[src/rtl/mem_load_resp_queue_pkg.sv]
// Shared definitions for the MEM-stage load response queue: access-size
// encodings, default geometry and entry field widths.
package mem_load_resp_queue_pkg;

  localparam int SIZE_W = 2;

  localparam logic [SIZE_W-1:0] SZ_B = 2'd0;
  localparam logic [SIZE_W-1:0] SZ_H = 2'd1;
  localparam logic [SIZE_W-1:0] SZ_W = 2'd2;
  localparam logic [SIZE_W-1:0] SZ_D = 2'd3;

  localparam int DEF_DATA_W = 32;
  localparam int DEF_DEPTH  = 4;
  localparam int DEF_TAG_W  = 5;

  // Byte-offset width for a bus of data_w bits.
  function automatic int ofs_w(input int data_w);
    return $clog2(data_w / 8);
  endfunction

endpackage

[src/rtl/mem_load_extract.sv]
// Combinational load-data extraction: selects the byte/half/word/dword lane
// addressed by ofs and sign- or zero-extends it to the full bus width.
// Stores produce zero. On a 32-bit bus a dword request behaves as a word.
module mem_load_extract
  import mem_load_resp_queue_pkg::*;
#(
  parameter int DATA_W = DEF_DATA_W,
  parameter int OFS_W  = ofs_w(DATA_W)
) (
  input  logic [DATA_W-1:0] rdata,
  input  logic [SIZE_W-1:0] size,
  input  logic              sign,
  input  logic              is_load,
  input  logic [OFS_W-1:0]  ofs,
  output logic [DATA_W-1:0] data
);

  localparam int SHW = $clog2(DATA_W);

  logic [OFS_W-1:0]  aligned;
  logic [SHW-1:0]    pad;
  logic [DATA_W-1:0] shifted;

  // Left-justify the lane, then shift back right: arithmetic for signed
  // loads, logical for unsigned ones.
  function automatic logic [DATA_W-1:0] extend(input logic [DATA_W-1:0] raw,
                                               input logic [SHW-1:0]    amt,
                                               input logic              sgn);
    logic signed [DATA_W-1:0] lj;
    lj = $signed(raw << amt);
    if (sgn) return $unsigned(lj >>> amt);
    return $unsigned(lj) >> amt;
  endfunction

  // Align the offset to the access size and pick the lane width.
  always_comb begin
    aligned = '0;
    pad     = '0;
    case (size)
      SZ_B: begin
        aligned = ofs;
        pad     = SHW'(DATA_W - 8);
      end
      SZ_H: begin
        aligned = ofs & ~OFS_W'(1);
        pad     = SHW'(DATA_W - 16);
      end
      SZ_W: begin
        aligned = ofs & ~OFS_W'(3);
        pad     = SHW'(DATA_W - 32);
      end
      default: begin
        aligned = '0;
        pad     = '0;
      end
    endcase
    shifted = rdata >> {aligned, 3'b000};
    data    = is_load ? extend(shifted, pad, sign) : '0;
  end

endmodule

[src/rtl/mem_load_resp_queue.sv]
// MEM-stage load response queue. Tracks up to DEPTH outstanding data-SRAM
// requests in issue order, captures in-order data_ok responses (extracted
// and extended at capture) and holds results until WB accepts them.
// A flush discards all tracked entries and swallows their late responses.
// Optional feature: define MEM_LOAD_RESP_BYPASS_EN to forward a response for
// the head entry straight to the output in the same cycle.
module mem_load_resp_queue
  import mem_load_resp_queue_pkg::*;
#(
  parameter int DATA_W = DEF_DATA_W,
  parameter int DEPTH  = DEF_DEPTH,
  parameter int TAG_W  = DEF_TAG_W,
  parameter int OFS_W  = ofs_w(DATA_W)
) (
  input  logic                   clk,
  input  logic                   reset,
  input  logic                   req_valid,
  output logic                   req_ready,
  input  logic                   req_is_load,
  input  logic [1:0]             req_size,
  input  logic                   req_sign,
  input  logic [OFS_W-1:0]       req_ofs,
  input  logic [TAG_W-1:0]       req_tag,
  input  logic                   rsp_data_ok,
  input  logic [DATA_W-1:0]      rsp_rdata,
  input  logic                   flush,
  output logic                   out_valid,
  input  logic                   out_ready,
  output logic [DATA_W-1:0]      out_data,
  output logic [TAG_W-1:0]       out_tag,
  output logic                   out_is_load,
  output logic [$clog2(DEPTH):0] pending
);

  localparam int PTR_W = $clog2(DEPTH);
  localparam int CNT_W = PTR_W + 1;

  // Control state
  logic [PTR_W-1:0] wr_ptr_q, wr_ptr_d;
  logic [PTR_W-1:0] rsp_ptr_q, rsp_ptr_d;
  logic [PTR_W-1:0] rd_ptr_q, rd_ptr_d;
  logic [CNT_W-1:0] count_q, count_d;
  logic [CNT_W-1:0] unresp_q, unresp_d;
  logic [CNT_W-1:0] drop_cnt_q, drop_cnt_d;
  logic [DEPTH-1:0] done_q, done_d;

  // Entry payload (not reset; only read while the entry is live)
  logic              is_load_q [DEPTH];
  logic              is_load_d [DEPTH];
  logic [SIZE_W-1:0] size_q    [DEPTH];
  logic [SIZE_W-1:0] size_d    [DEPTH];
  logic              sign_q    [DEPTH];
  logic              sign_d    [DEPTH];
  logic [OFS_W-1:0]  ofs_q     [DEPTH];
  logic [OFS_W-1:0]  ofs_d     [DEPTH];
  logic [TAG_W-1:0]  tag_q     [DEPTH];
  logic [TAG_W-1:0]  tag_d     [DEPTH];
  logic [DATA_W-1:0] data_q    [DEPTH];
  logic [DATA_W-1:0] data_d    [DEPTH];

  logic              enq, deq, route, drop_hit, byp;
  logic [CNT_W-1:0]  in_flight;
  logic [DATA_W-1:0] ext_data;
  logic [DATA_W-1:0] head_data;

  // Extraction always works on the entry awaiting the next response.
  mem_load_extract #(
    .DATA_W (DATA_W),
    .OFS_W  (OFS_W)
  ) u_extract (
    .rdata   (rsp_rdata),
    .size    (size_q[rsp_ptr_q]),
    .sign    (sign_q[rsp_ptr_q]),
    .is_load (is_load_q[rsp_ptr_q]),
    .ofs     (ofs_q[rsp_ptr_q]),
    .data    (ext_data)
  );

  // Drops and live entries together bound memory-side outstanding requests.
  assign req_ready = !flush &&
                     (({1'b0, count_q} + {1'b0, drop_cnt_q}) < (CNT_W + 1)'(DEPTH));

  assign enq      = req_valid && req_ready;
  assign drop_hit = rsp_data_ok && (drop_cnt_q != '0);
  assign route    = rsp_data_ok && (drop_cnt_q == '0) && (unresp_q != '0);

`ifdef MEM_LOAD_RESP_BYPASS_EN
  assign byp = route && (rd_ptr_q == rsp_ptr_q) && !flush;
`else
  assign byp = 1'b0;
`endif

  assign out_valid   = !flush && (((count_q != '0) && done_q[rd_ptr_q]) || byp);
  assign deq         = out_valid && out_ready;
  assign head_data   = byp ? ext_data : data_q[rd_ptr_q];
  assign out_data    = out_valid ? head_data : '0;
  assign out_tag     = out_valid ? tag_q[rd_ptr_q] : '0;
  assign out_is_load = out_valid ? is_load_q[rd_ptr_q] : 1'b0;
  assign pending     = count_q;
  assign in_flight   = drop_cnt_q + unresp_q;

  // Next-state: flush overrides; otherwise enqueue, capture and retire.
  always_comb begin
    wr_ptr_d   = wr_ptr_q;
    rsp_ptr_d  = rsp_ptr_q;
    rd_ptr_d   = rd_ptr_q;
    count_d    = count_q;
    unresp_d   = unresp_q;
    drop_cnt_d = drop_cnt_q;
    done_d     = done_q;
    is_load_d  = is_load_q;
    size_d     = size_q;
    sign_d     = sign_q;
    ofs_d      = ofs_q;
    tag_d      = tag_q;
    data_d     = data_q;
    if (flush) begin
      // Every request still owed a response becomes a drop; a response
      // arriving in this cycle already settles one of them.
      rsp_ptr_d  = wr_ptr_q;
      rd_ptr_d   = wr_ptr_q;
      count_d    = '0;
      unresp_d   = '0;
      drop_cnt_d = in_flight - CNT_W'(rsp_data_ok && (in_flight != '0));
      done_d     = '0;
    end else begin
      if (enq) begin
        wr_ptr_d            = wr_ptr_q + PTR_W'(1);
        is_load_d[wr_ptr_q] = req_is_load;
        size_d[wr_ptr_q]    = req_size;
        sign_d[wr_ptr_q]    = req_sign;
        ofs_d[wr_ptr_q]     = req_ofs;
        tag_d[wr_ptr_q]     = req_tag;
      end
      if (drop_hit) begin
        drop_cnt_d = drop_cnt_q - CNT_W'(1);
      end
      if (route) begin
        rsp_ptr_d          = rsp_ptr_q + PTR_W'(1);
        data_d[rsp_ptr_q]  = ext_data;
        done_d[rsp_ptr_q]  = 1'b1;
      end
      // Retire after capture so a bypassed head never stays marked done.
      if (deq) begin
        rd_ptr_d         = rd_ptr_q + PTR_W'(1);
        done_d[rd_ptr_q] = 1'b0;
      end
      count_d  = count_q + CNT_W'(enq) - CNT_W'(deq);
      unresp_d = unresp_q + CNT_W'(enq) - CNT_W'(route);
    end
  end

  // Control registers with synchronous reset.
  always_ff @(posedge clk) begin
    if (reset) begin
      wr_ptr_q   <= '0;
      rsp_ptr_q  <= '0;
      rd_ptr_q   <= '0;
      count_q    <= '0;
      unresp_q   <= '0;
      drop_cnt_q <= '0;
      done_q     <= '0;
    end else begin
      wr_ptr_q   <= wr_ptr_d;
      rsp_ptr_q  <= rsp_ptr_d;
      rd_ptr_q   <= rd_ptr_d;
      count_q    <= count_d;
      unresp_q   <= unresp_d;
      drop_cnt_q <= drop_cnt_d;
      done_q     <= done_d;
    end
  end

  // Entry payload registers.
  always_ff @(posedge clk) begin
    is_load_q <= is_load_d;
    size_q    <= size_d;
    sign_q    <= sign_d;
    ofs_q     <= ofs_d;
    tag_q     <= tag_d;
    data_q    <= data_d;
  end

endmodule
[config.mk]
export PLATFORM = sky130hd
export DESIGN_NAME = mem_load_resp_queue
export DESIGN_NICKNAME = d
export VERILOG_FILES = /design/src/rtl/mem_load_resp_queue_pkg.sv /design/src/rtl/mem_load_extract.sv /design/src/rtl/mem_load_resp_queue.sv
export SDC_FILE = /design/constraint.sdc
export NUM_CORES = 1
export LEC_CHECK = 0
export ABC_AREA = 1
export BUFFER_PORTS_ARGS = -buffer_cell sky130_fd_sc_hd__clkbuf_2
export CORE_AREA = 2 2 125 127
export CTS_BUF_LIST = sky130_fd_sc_hd__clkbuf_16
export DETAILED_ROUTE_END_ITERATION = 10
export DIE_AREA = 0 0 127 129
export MAX_ROUTING_LAYER = met4
export PLACE_DENSITY = 0.85
export SLEW_MARGIN = 25
export SYNTH_ARGS = -nofsm -noshare
export SYNTH_HDL_FRONTEND = slang
export SYNTH_SLANG_ARGS = --single-unit
[constraint.sdc]
create_clock -name clk -period 7 [get_ports clk]
set_input_delay 1.4 -clock clk [delete_from_list [all_inputs] [get_ports clk]]
set_output_delay 1.4 -clock clk [all_outputs]
set_load 0.005 [all_outputs]
==> flow_summary.rst <==
.. list-table::
   :header-rows: 1

   * - Metric
     - Value
   * - Data required time of the critical path
     - about 5.6 ns
   * - Startpoint of the worst hold path
     - done_q[3]$_SDFF_PP0_
   * - Clock transition at path regs
     - approximately 0.070 ns
   * - Number of clock sinks
     - roughly 190
   * - Endpoint kind of the worst setup timing path
     - primary output
   * - Final instance area
     - approximately 10000 um2
   * - Post-synth top area share
     - 0.582
   * - Initial antenna violation count
     - 0
   * - Via density per instance
     - a little under 6
   * - Routed wire length
     - between 20000 and 25000 um
   * - Post-detailed-route DRC marker count
     - 0
   * - Post-synth top cells
     - sky130_fd_sc_hd__nor2_1 (195), sky130_fd_sc_hd__edfxtp_1 (172), sky130_fd_sc_hd__o21ai_0 (103)
   * - Area of the multi-input gates
     - between 2000 and 3000 um2
   * - Antenna diode instance count
     - 0
   * - Worst Hold Margin
     - between 0.5 and 0.6 ns
   * - Number of hold-repair buffers added at the cts stage
     - 0
   * - Floorplan core area
     - 15000 um2
   * - Crit-path cells
     - clkbuf_2 > inv_1 > nand3b_1 > a31oi_1 > inv_1 > buf_4 > a21oi_1 > clkbuf_2
   * - Overall die height
     - 129 um
   * - Relative slew slack
     - 0.484
   * - Min cycle time layout
     - ~4.7 ns
   * - Hold Vio Cnt, Final
     - 0
   * - Final worst slack
     - around 2.3 ns
   * - Final Power
     - about 2.6 mW
   * - Share of the synthesized area in compound gates (AO/OA/AOI/OAI)
     - 0.120
   * - Type of the most critical hold path
     - flip-flop to flip-flop
   * - Syn Inst Count
     - 859
   * - Largest clock skew in the final design
     - between 0.01 and 0.015 ns
   * - I/O Pins
     - between 90 and 100
   * - Critical path class
     - input pin to primary output
   * - Proportion of layout cells with a drive suffix above 1
     - 0.186
   * - Clock latency on the worst-skew pair
     - 0.43 ns
   * - Total leakage power
     - roughly 3.9 nW
   * - Pre-CTS setup slack
     - 2.51 ns
   * - Synthesis-to-layout area growth
     - 13.7%
   * - Part of the Yosys area used for sequential elements
     - 0.625
   * - Xor and xnor fraction of the mapped netlist area
     - 0.00593
   * - Start of the worst register-to-register path
     - rsp_ptr_q[0]$_SDFFE_PP0P_
   * - Count of antenna-violating nets left after detailed routing
     - 0
   * - Largest net degree at the start of global routing
     - slightly above 80
   * - Nets
     - around 1000
   * - Global-route wire length before repair
     - 32300 um
   * - CP max-delay cell
     - sky130_fd_sc_hd__inv_1
   * - Distinct cell type count of the synthesized netlist
     - 34
   * - Number of enable-type register cells in the synthesized netlist
     - 172
   * - Setup repair after global routing missed its margin
     - no
   * - Initial core utilization
     - 0.592
   * - Count of cells along the worst hold path
     - 2
   * - Area taken by flip-flops and latches
     - roughly 5500 um2
   * - Async set-or-reset flop fraction in the synthesized netlist
     - 0
   * - Cell taking the most area after synthesis
     - sky130_fd_sc_hd__edfxtp_1
   * - Stage delay of the slowest cell on the critical path
     - about 0.35 ns
   * - Transition time at the pin with the least slew margin
     - between 0.7 and 0.8 ns
   * - Worst reg-to-reg path cell count
     - 10
   * - Count of buffers added by post-CTS timing repair for setup
     - 0
   * - Synthesized flop and latch total
     - 191
   * - # H-tree levels
     - 4
   * - Final clock period utilization by the worst path
     - 0.666
   * - Root buffer cell
     - sky130_fd_sc_hd__clkbuf_16
   * - Kind of start point of the critical path
     - input pin
   * - Count of cells resized by post-cts repair
     - 0
   * - Result of the run
     - complete, no violations
   * - Arrival time of the worst setup path
     - approximately 3.3 ns
   * - Post-synthesis share of cell area spent on and, or, nand and nor gates
     - 0.160
   * - Weighted congestion reported at the end of routability-driven placement
     - 0.927
   * - Filler cell count
     - approximately 1100
   * - Die extent in x
     - 127 um
   * - HPWL after DPL
     - 12900 um
   * - Final slew viol count
     - 0
   * - Most used flip-flop cell after synthesis
     - sky130_fd_sc_hd__edfxtp_1
   * - Net count of the mapped netlist
     - 934
   * - Maximum vdd ir drop
     - roughly 0.17 mV
   * - Worst R2R Setup Slack
     - 3.42 ns
   * - Peak fanout along the critical path
     - 26
   * - Number of failing setup endpoints in the final timing report
     - 0
   * - End of the worst register-to-register path
     - data_q[59]$_DFFE_PP_
   * - Via count of the first global-routing pass
     - 6336
   * - Per-instance average area after synthesis
     - 10.3 um2
   * - Cell area after technology mapping
     - between 8000 and 9000 um2
   * - Cell types with the largest area share after synthesis
     - sky130_fd_sc_hd__edfxtp_1 (58%), sky130_fd_sc_hd__nor2_1 (8.3%), sky130_fd_sc_hd__o21ai_0 (5.8%)
   * - Total negative slack
     - 0 ns
   * - Total number of vias
     - roughly 6700
   * - Combinational family with the most area after synthesis
     - simple AND/OR/NAND/NOR gates
   * - Gr usage total
     - 0.267
   * - Warnings from Yosys
     - 0
   * - Adder and majority gate portion of the synthesized area
     - 0.0392
   * - CTS tree
     - built
   * - First-pass iteration count of the detailed router
     - 7
   * - Leading cell type by number of instances after synthesis
     - sky130_fd_sc_hd__nor2_1
   * - Placed insts
     - approximately 1100
   * - Non-filler instance count after layout
     - about 1100
   * - Total global routing overflow
     - 0
   * - Hold path endpoint
     - done_q[3]$_SDFF_PP0_
   * - Multiplexer area fraction after synthesis
     - 0
   * - Die area
     - 16400 um2
   * - Port buffer count
     - between 90 and 100
   * - Maximum clock insertion buffer count
     - 2
   * - Placement Cell Area
     - 9460 um2
   * - Layout Utilization
     - 0.673
   * - Post-DR wirelength/cell
     - about 18 um
   * - CTS buffer count
     - 17
   * - Number of maximum-capacitance constraint violations
     - 0
   * - Number of placement rows
     - between 40 and 50
   * - PD cells
     - 255 nW/um2
   * - Fmax
     - ~210 MHz
   * - Number of DRC markers in iteration 0
     - around 790
[cells by family after synthesis]
logic type,count (synthesis)
fa+ha+maj,26
compound gates,200
simple gates,329
xor+xnor,6
buf+inv,107
flops,191
[registers in the layout, indices dropped and copies added (netlist names)]
name and count:
data_q 128, unresp_q 3, sign_q 4, tag_q 20
rd_ptr_q 2, pending 3, done_q 4, rsp_ptr_q 2
is_load_q 4, size_q 8, drop_cnt_q 3, wr_ptr_q 2
ofs_q 8
[critical path, delay by kind of cell]
kind / cells / cell delay (ns)
buffers and inverters: 5 / 1.19
AND/OR/NAND/NOR: 1 / 0.12
AO/OA/AOI/OAI: 2 / 0.51
[per-layer routing]
metal / vias to the layer above / share of wire / track usage
li1: 3097 / - / -
met1: 3136 / 0.39 / 0.331
met2: 386 / 0.49 / 0.430
met3: 71 / 0.084 / 0.0491
met4: 0 / 0.034 / 0.129
met5: - / 0 / -
[worst max path at each step]
| stage | start | endpoint | depth (start not counted) |
|---|---|---|---|
| after floorplan | flush | out_data[15] | 8 |
| after global placement | flush | out_tag[0] | 8 |
| after detailed placement | flush | out_data[30] | 8 |
| after CTS | flush | out_data[30] | 8 |
| after global routing | flush | out_data[24] | 8 |
| final | flush | out_data[30] | 8 |
[where the power goes]
part           internal (mW)  switching (mW)
sequential              1.28          0.0124
clock                  0.596           0.407
combinational         0.0794           0.190
total                   1.96           0.610
[layout by cell type, fill, tap and decap left out]
master and count:
sky130_fd_sc_hd__nor2_1 187, sky130_fd_sc_hd__edfxtp_1 172, sky130_fd_sc_hd__o21ai_0 103, sky130_fd_sc_hd__clkbuf_2 91, sky130_fd_sc_hd__nand2_1 77, sky130_fd_sc_hd__a21oi_1 74, sky130_fd_sc_hd__inv_1 61, sky130_fd_sc_hd__ha_1 23
sky130_fd_sc_hd__nand3_1 18, sky130_fd_sc_hd__nor2_2 18, sky130_fd_sc_hd__dfxtp_1 18, sky130_fd_sc_hd__clkbuf_16 17, sky130_fd_sc_hd__a31oi_1 12, sky130_fd_sc_hd__buf_4 10, sky130_fd_sc_hd__nand3_2 7, sky130_fd_sc_hd__nand2_2 6
sky130_fd_sc_hd__or2_2 6, sky130_fd_sc_hd__o211ai_1 6, sky130_fd_sc_hd__inv_2 5, sky130_fd_sc_hd__clkinv_1 4, sky130_fd_sc_hd__clkinv_4 4, sky130_fd_sc_hd__bufinv_16 4, sky130_fd_sc_hd__nand3b_1 3, sky130_fd_sc_hd__xnor2_1 3
sky130_fd_sc_hd__xor2_1 3, sky130_fd_sc_hd__fa_1 3, sky130_fd_sc_hd__nand2_4 2, sky130_fd_sc_hd__nand4_1 2, sky130_fd_sc_hd__o21ai_1 2, sky130_fd_sc_hd__inv_6 2, sky130_fd_sc_hd__nor2_8 1, sky130_fd_sc_hd__a32oi_1 1
sky130_fd_sc_hd__a32oi_4 1, sky130_fd_sc_hd__nand3_4 1, sky130_fd_sc_hd__o2111a_1 1, sky130_fd_sc_hd__nor3_1 1, sky130_fd_sc_hd__clkinv_2 1, sky130_fd_sc_hd__dfxtp_2 1
[layout make-up]
type | instances | share of cell area
well taps | 188 | 0.0233
clock buffers | 17 | 0.0422
inverters | 66 | 0.0246
flip-flops and latches | 191 | 0.550
repair buffers | 101 | 0.0526
clock inverters | 15 | 0.0191
multi-input cells | 561 | 0.288
Power figures use the tool's default switching activity.
